**src/rtl/move_button_arbiter.sv**
```systemverilog
// Button conditioning for four movement buttons: synchronise, debounce, edge-detect, arbitrate.
// Optional auto-repeat of held buttons is compiled in when AUTO_REPEAT_EN is defined.
module move_button_arbiter #(
   parameter int unsigned DEBOUNCE_CYCLES = 1_000_000,
   parameter int unsigned HOLDOFF_CYCLES  = 4,
   parameter int unsigned REPEAT_DELAY    = 50_000_000,
   parameter int unsigned REPEAT_PERIOD   = 25_000_000
) (
   input  logic       clk_in,
   input  logic       rst_n_in,
   input  logic       btn_fwd_in,
   input  logic       btn_bwd_in,
   input  logic       btn_left_in,
   input  logic       btn_right_in,
   output logic       fwd_pulse,
   output logic       bwd_pulse,
   output logic       leftRot_pulse,
   output logic       rightRot_pulse,
   output logic       is_pulse,
   output logic [3:0] btn_level
);

   localparam int unsigned CW = (DEBOUNCE_CYCLES > 1) ? $clog2(DEBOUNCE_CYCLES + 1) : 1;
   localparam int unsigned HW = $clog2(HOLDOFF_CYCLES + 1);
   localparam logic [CW-1:0] DB_LAST = CW'(DEBOUNCE_CYCLES - 1);

   typedef enum logic {
      IDLE,
      HOLD
   } state_t;

   logic [3:0]    btn_raw;
   logic [3:0]    sync1;
   logic [3:0]    sync2;
   logic [3:0]    stable;
   logic [3:0]    stable_d;
   logic [CW-1:0] db_cnt [4];
   logic [3:0]    rep_req;
   logic [3:0]    set_req;
   logic [3:0]    pending;
   logic [3:0]    pending_nxt;
   logic [3:0]    grant;
   logic [3:0]    pulse_q;
   logic [3:0]    pulse_nxt;
   logic [HW-1:0] hold_cnt;
   logic [HW-1:0] hold_nxt;
   state_t        state;
   state_t        state_nxt;

   assign btn_raw = {btn_right_in, btn_left_in, btn_bwd_in, btn_fwd_in};

   always_ff @(posedge clk_in or negedge rst_n_in) begin
      if (!rst_n_in) begin
         sync1    <= '0;
         sync2    <= '0;
         stable   <= '0;
         stable_d <= '0;
         for (int unsigned i = 0; i < 4; i++) begin
            db_cnt[i] <= '0;
         end
      end else begin
         sync1    <= btn_raw;
         sync2    <= sync1;
         stable_d <= stable;
         for (int unsigned i = 0; i < 4; i++) begin
            if (sync2[i] == stable[i]) begin
               db_cnt[i] <= '0;
            end else if (db_cnt[i] == DB_LAST) begin
               stable[i] <= sync2[i];
               db_cnt[i] <= '0;
            end else begin
               db_cnt[i] <= db_cnt[i] + 1'b1;
            end
         end
      end
   end

`ifdef AUTO_REPEAT_EN
   localparam int unsigned REP_MAX = (REPEAT_DELAY > REPEAT_PERIOD) ? REPEAT_DELAY : REPEAT_PERIOD;
   localparam int unsigned RW = $clog2(REP_MAX + 1);

   logic [RW-1:0] rep_cnt [4];
   logic [3:0]    rep_phase;

   // rep_cnt counts cycles since the latest request; phase selects delay vs period.
   always_comb begin
      rep_req = '0;
      for (int unsigned i = 0; i < 4; i++) begin
         rep_req[i] = stable[i] && (rep_phase[i] ? (rep_cnt[i] == RW'(REPEAT_PERIOD))
                                                 : (rep_cnt[i] == RW'(REPEAT_DELAY)));
      end
   end

   always_ff @(posedge clk_in or negedge rst_n_in) begin
      if (!rst_n_in) begin
         rep_phase <= '0;
         for (int unsigned i = 0; i < 4; i++) begin
            rep_cnt[i] <= '0;
         end
      end else begin
         for (int unsigned i = 0; i < 4; i++) begin
            if (!stable[i]) begin
               rep_cnt[i]   <= '0;
               rep_phase[i] <= 1'b0;
            end else if (rep_req[i]) begin
               rep_cnt[i]   <= RW'(1);
               rep_phase[i] <= 1'b1;
            end else begin
               rep_cnt[i] <= rep_cnt[i] + 1'b1;
            end
         end
      end
   end
`else
   assign rep_req = '0;

   // Repeat timing is irrelevant without auto-repeat; this only references the parameters.
   if (REPEAT_DELAY == 0 || REPEAT_PERIOD == 0) begin : g_repeat_unused
   end
`endif

   assign set_req = (stable & ~stable_d) | rep_req;

   always_comb begin
      state_nxt = state;
      hold_nxt  = hold_cnt;
      pulse_nxt = '0;
      grant     = '0;
      case (state)
         IDLE: begin
            if (pending != '0) begin
               grant     = pending & (~pending + 4'd1);
               pulse_nxt = grant;
               hold_nxt  = HW'(HOLDOFF_CYCLES);
               state_nxt = HOLD;
            end
         end
         HOLD: begin
            hold_nxt = hold_cnt - 1'b1;
            if (hold_cnt == HW'(1)) begin
               state_nxt = IDLE;
            end
         end
         default: state_nxt = IDLE;
      endcase
      // A new request on the bit being served in this cycle survives the clear.
      pending_nxt = (pending & ~grant) | set_req;
   end

   always_ff @(posedge clk_in or negedge rst_n_in) begin
      if (!rst_n_in) begin
         state    <= IDLE;
         hold_cnt <= '0;
         pending  <= '0;
         pulse_q  <= '0;
      end else begin
         state    <= state_nxt;
         hold_cnt <= hold_nxt;
         pending  <= pending_nxt;
         pulse_q  <= pulse_nxt;
      end
   end

   assign fwd_pulse      = pulse_q[0];
   assign bwd_pulse      = pulse_q[1];
   assign leftRot_pulse  = pulse_q[2];
   assign rightRot_pulse = pulse_q[3];
   assign is_pulse       = |pulse_q;
   assign btn_level      = stable;

endmodule

```
**config.mk**
```make
export PLATFORM = sky130hd
export DESIGN_NAME = move_button_arbiter
export DESIGN_NICKNAME = d
export VERILOG_FILES = /design/src/rtl/move_button_arbiter.sv
export SDC_FILE = /design/constraint.sdc
export NUM_CORES = 1
export LEC_CHECK = 0
export ABC_AREA = 0
export CORE_UTILIZATION = 55
export CTS_CLUSTER_SIZE = 14
export DETAILED_ROUTE_END_ITERATION = 8
export MAX_ROUTING_LAYER = met4
export PLACE_DENSITY = 0.73
export SLEW_MARGIN = 40
export SYNTH_ARGS = -nofsm -noshare
export SYNTH_HDL_FRONTEND = slang
export SYNTH_SLANG_ARGS = --single-unit
```
**constraint.sdc**
```tcl
create_clock -name clk_in -period 2.57 [get_ports clk_in]
set_clock_uncertainty 0.15 [all_clocks]
set_input_delay 0.3855 -clock clk_in [delete_from_list [all_inputs] [get_ports clk_in]]
set_output_delay 0.3855 -clock clk_in [all_outputs]
set_load 0.05 [all_outputs]
```
Word level (Yosys, flattened, before mapping)
Index checks and enable logic that the tools add are counted.
W data, S select, Z words.
{"block": "word_totals", "inputBits": 6, "ff_bits": 108, "wordCells": 64}
{"block": "op_classes", "n_mux": 15, "reduce_logical": 6, "n_eq_ne": 10, "bitwise": 12, "add_sub_neg": 6}
{"operator": "$mux W20", "n": 8}
{"operator": "$add A20 B1 Y20 const B", "n": 4}
{"operator": "$eq A20 B20 Y1 const B", "n": 4}
{"operator": "$and A4 B4 Y4", "n": 3}
{"operator": "$not A4 Y4", "n": 3}
{"operator": "$mux W4", "n": 2}
{"operator": "$reduce_and A2 Y1", "n": 4}
{"operator": "$pmux W3 S2", "n": 1}
{"operator": "$not A1 Y1", "n": 5}
{"operator": "$add A4 B1 Y4 const B", "n": 1}
{"operator": "$eq A1 B1 Y1", "n": 4}
{"operator": "$or A4 B4 Y4", "n": 1}
{"operator": "$reduce_bool A4 Y1", "n": 1}
{"operator": "$reduce_or A4 Y1", "n": 1}
{"operator": "$eq A3 B1 Y1 const B", "n": 1}
{"operator": "$mux W3", "n": 1}
{"operator": "$sub A3 B1 Y3 const B", "n": 1}
{"operator": "$mux W1", "n": 2}
{"operator": "$ne A2 B2 Y1 const B", "n": 1}
{"operator": "$pmux W1 S2", "n": 1}

Longest topological paths before layout
{"block": "depth", "word_depth": 8, "mapped_depth": 6, "mapped_depth_nobuf": 5}

Worst setup path after synthesis
OpenSTA, ideal clock, no wires.
{"block": "synth_path", "kind": "flip-flop to flip-flop", "start": "register db_cnt[72] (netlist name)", "end": "register stable[0], in the netlist btn_level[0]", "t_arrival_ns": 1.953, "required_ns": 2.295, "period_less_slack_ns": 2.228, "path_buffers": 0, "slack_ns": 0.342, "stages_incl_launch_ff": 5, "path_cell_list": "dfrtp_1 > or4_1 > or4_4 > nor2_1 > mux2_2"}
{"block": "synth_via", "elab_chain_cells": 2}
{"item": "from (decl)", "line": "37", "text": "logic [CW-1:0] db_cnt [4];"}
{"item": "from (signal, indexed assignment)", "line": "72", "text": "db_cnt[i] <= db_cnt[i] + 1'b1;"}
{"item": "$eq A20 B20 Y1", "line": "68", "text": "end else if (db_cnt[i] == DB_LAST) begin"}
{"item": "$reduce_and A2 Y1 (no source line)"}
{"item": "to (signal, indexed assignment)", "line": "69", "text": "stable[i] <= sync2[i];"}
{"item": "to (decl)", "line": "35", "text": "logic [3:0] stable;"}
No other way between the ends.
A chain may end at the register's enable or synchronous reset.

Final worst setup path
{"block": "layout_path", "start": "register pulse_q[1]", "end": "output is_pulse"}
{"block": "layout_via", "elab_chain_cells": 1}
{"item": "from (decl)", "line": "43", "text": "logic [3:0] pulse_q;"}
{"item": "from (signal assigned)", "line": "160", "text": "pulse_q <= pulse_nxt;"}
{"item": "$reduce_or A4 Y1", "line": "168", "text": "assign is_pulse = |pulse_q;"}
{"item": "to (decl)", "line": "19", "text": "output logic is_pulse,"}
No other way between the ends.

==> impl_metrics.toml <==
[logic_synthesis]
synth.distinct_cells = 39
yosysSeqAreaShare_pct = 54.5
syn_inst = 485
syn-num-nets = 497
synth_top_area_share_pct = 54.5
syn_avg_cell_area_um2 = 10.2
yosysWarnings = 0
synth_area_leaders = "dfrtp_1 (55%), xnor2_1 (8.0%), nor2_1 (5.9%), nand3_1 (2.6%), nand4_1 (2.5%)"
synth_seq_cells = 108
ys.flop_type = "dfrtp_1"
synth-edff-count = 0
netlist_area_um2 = 4950
yosys.area.top_type = "dfrtp_1"
postSynth.asyncResetShare_pct = 100

[cells_and_area]
stdcell_count = 627
drive_gt1_share_pct = 8.29
final_nets = 526
syn_to_final_growth_pct = 11.2
diodes = 0

[sta]
setup_tns_ns = 0
finalCritPeriodShare_pct = 96.9
max_freq_mhz = 402
rsz0062_at_grt = "no"
finalHoldViolCount = 0
slew_headroom_pct = 57.3
tightest_slew_ns = 0.635
layout_min_cycle_time_ns = 2.49
setup_viol = 0
drv_slew = 0

[power]
vdd_drop_max_mv = 0.261
p_per_area_nw_per_um2 = 541
finalPower_mw = 2.98
p_leak_nw = 2.22

[place]
dpl.cell_count = 610
gp_congestion = 0.845
dp_hpwl_um = 5930
io_buffers = 14

[route]
routedWlPerCell_um = 13.7
first_pass_iters = 4
via_per_inst = 5.63
wl_um = 8600
drc = 0
first_iter_violations = 93
vias = 3533
antenna_left = 0

[worst_setup_path]
cp_max_fo = 2
crit_end = "is_pulse"
reg2regPathDepth = 4
cp_data_arrival_time_ns = 1.95
crit_required_ns = 2.03
timing.rr.end = "btn_level[0]"
critPathLaunch = "pulse_q[1]"
criticalPathCategory = "flop to output port"
startpoint_type = "flop"
rrSetupSlack_ns = 0.25
rr_startpoint = "db_cnt[72]"
critPathCaptureType = "output port"

[run_status]
status = "finished, final reports clean"

[run]
drv_cap = 0

[clock_network]
htree_levels = 3
cts.sinks = 108
root_buffer = "clkbuf_8"
cts_made_buffers = 9
cts.clk_slew.worst_paths_ns = 0.10
clockBufferDepth = 2
clk_latency_ns = 0.37
cts_tree = "done"
cts_setup_buffers = 0

[floorplan]
io_pins = 15
die_x_um = 96.9
die_h_um = 96.9
initial_core_util_pct = 56.8
core_um2 = 8720
dieArea_um2 = 9390
num_rows = 34

[worst_hold_path]
hold_class = "flop to flop"

[global_routing]
grtUsageTotal_pct = 21.1
grt_overflow = 0
grt_pass1_wl_um = 15800
grt_max_degree = 48
antenna_found_initial = 0
first_global_vias = 3578
[layout by cell type (no fill, tap or decap), drive strengths merged]
cell type / count
nand4: 20
nor2b: 2
mux2i: 6
and2: 2
clkdlybuf4s50: 13
nor2: 78
or4b: 2
xnor2: 45
a21oi: 13
o31ai: 2
o21ai: 25
nand2: 24
nand3: 27
or4: 10
mux2: 4
or4bb: 1
bufinv: 2
buf: 12
xor2: 14
or3: 8
nor3: 19
dlygate4sd3: 1
clkbuf: 12
a31oi: 1
nor4: 16
nor3b: 1
and4: 2
a22oi: 1
a31o: 2
ha: 6
nor4b: 5
inv: 29
and3: 6
dfrtp: 108
[through the flow]
step	hold slack [ns]	utilization (%)	setup WS (ns)	cell area (um2)
finish	0.210	63.2	0.0804	5510
global route	0.214	63.2	0.0238	5510
CTS	0.213	63.2	0.0525	5510
detailed placement	0.190	60.5	0.271	5280
global placement	0.183	60.5	0.305	5280
floorplan	-0.0601	-	0.342	4950
[worst min-delay path by stage]
stage / startpoint / to / slack, ns / cells past startpoint
2_1_floorplan: rst_n_in / btn_level[0] / -0.06 / 0
3_3_place_gp: sync1[0] / sync2[0] / 0.18 / 0
3_5_place_dp: sync1[0] / sync2[0] / 0.19 / 0
4_1_cts: sync1[0] / sync2[0] / 0.21 / 0
5_1_grt: sync1[0] / sync2[0] / 0.21 / 0
6_report: sync1[0] / sync2[0] / 0.21 / 0
[repair_timing]
action                                 CTS  global route
hold buffers                             1             0
endpoints found under the hold margin   45             0
gates resized for setup                  0             0
[final cells by class]
class,count,area (um2)
Fill cell,705,3210
Timing Repair Buffer,26,243
Clock inverter,4,77.6
Sequential cell,108,2700
Inverter,27,101
Tap cell,108,135
Clock buffer,12,145
Multi-Input combinational cell,342,2100
[worst max-delay path, stage by stage (launching register included)]
cell,delay [ns]
dfrtp_1,0.38
or4_1,0.51
clkdlybuf4s50_1,0.71
[registers in the layout, summed over array words and instances (netlist names)]
| signal | flops |
|---|---|
| pending | 4 |
| hold_cnt | 3 |
| pulse_q | 4 |
| sync1 | 4 |
| db_cnt | 80 |
| stable_d | 4 |
| sync2 | 4 |
| state | 1 |
| btn_level | 4 |
[cell families after synthesis]
kind of cell / share of synthesized area (%)
AO/OA/AOI/OAI: 5.30
XOR/XNOR: 10.4
adder cells (fa/ha/maj): 1.52
buffers and inverters: 3.00
flip-flops: 54.5
multiplexers: 2.12
AND/OR/NAND/NOR: 23.1
[power by group]
part           switching, mW  total (mW)  internal [mW]
logic                 0.0660      0.0992         0.0332
registers             0.0194        1.74           1.72
clock network          0.559        1.14          0.584
[layer usage]
layer	GRT usage (%)	up-vias	part of all wire [%]
li1	-	1747	-
met1	25.9	1728	47
met2	34.5	46	49
met3	4.48	12	2.5
met4	8.15	0	1.5
met5	-	-	0
[synthesized netlist by cell type, drive strengths merged (4+ instances only)]
cell	number
clkbuf	4
dfrtp	108
nand2	24
nor4b	5
or4	10
mux2i	6
xnor2	45
o21ai	25
xor2	14
ha	6
nand3	27
nor3	19
nand4	20
mux2	4
inv	27
or3	8
buf	4
nor2	78
nor4	16
a21oi	13
and3	6
Note: power is estimated with default switching activity, not from simulation.
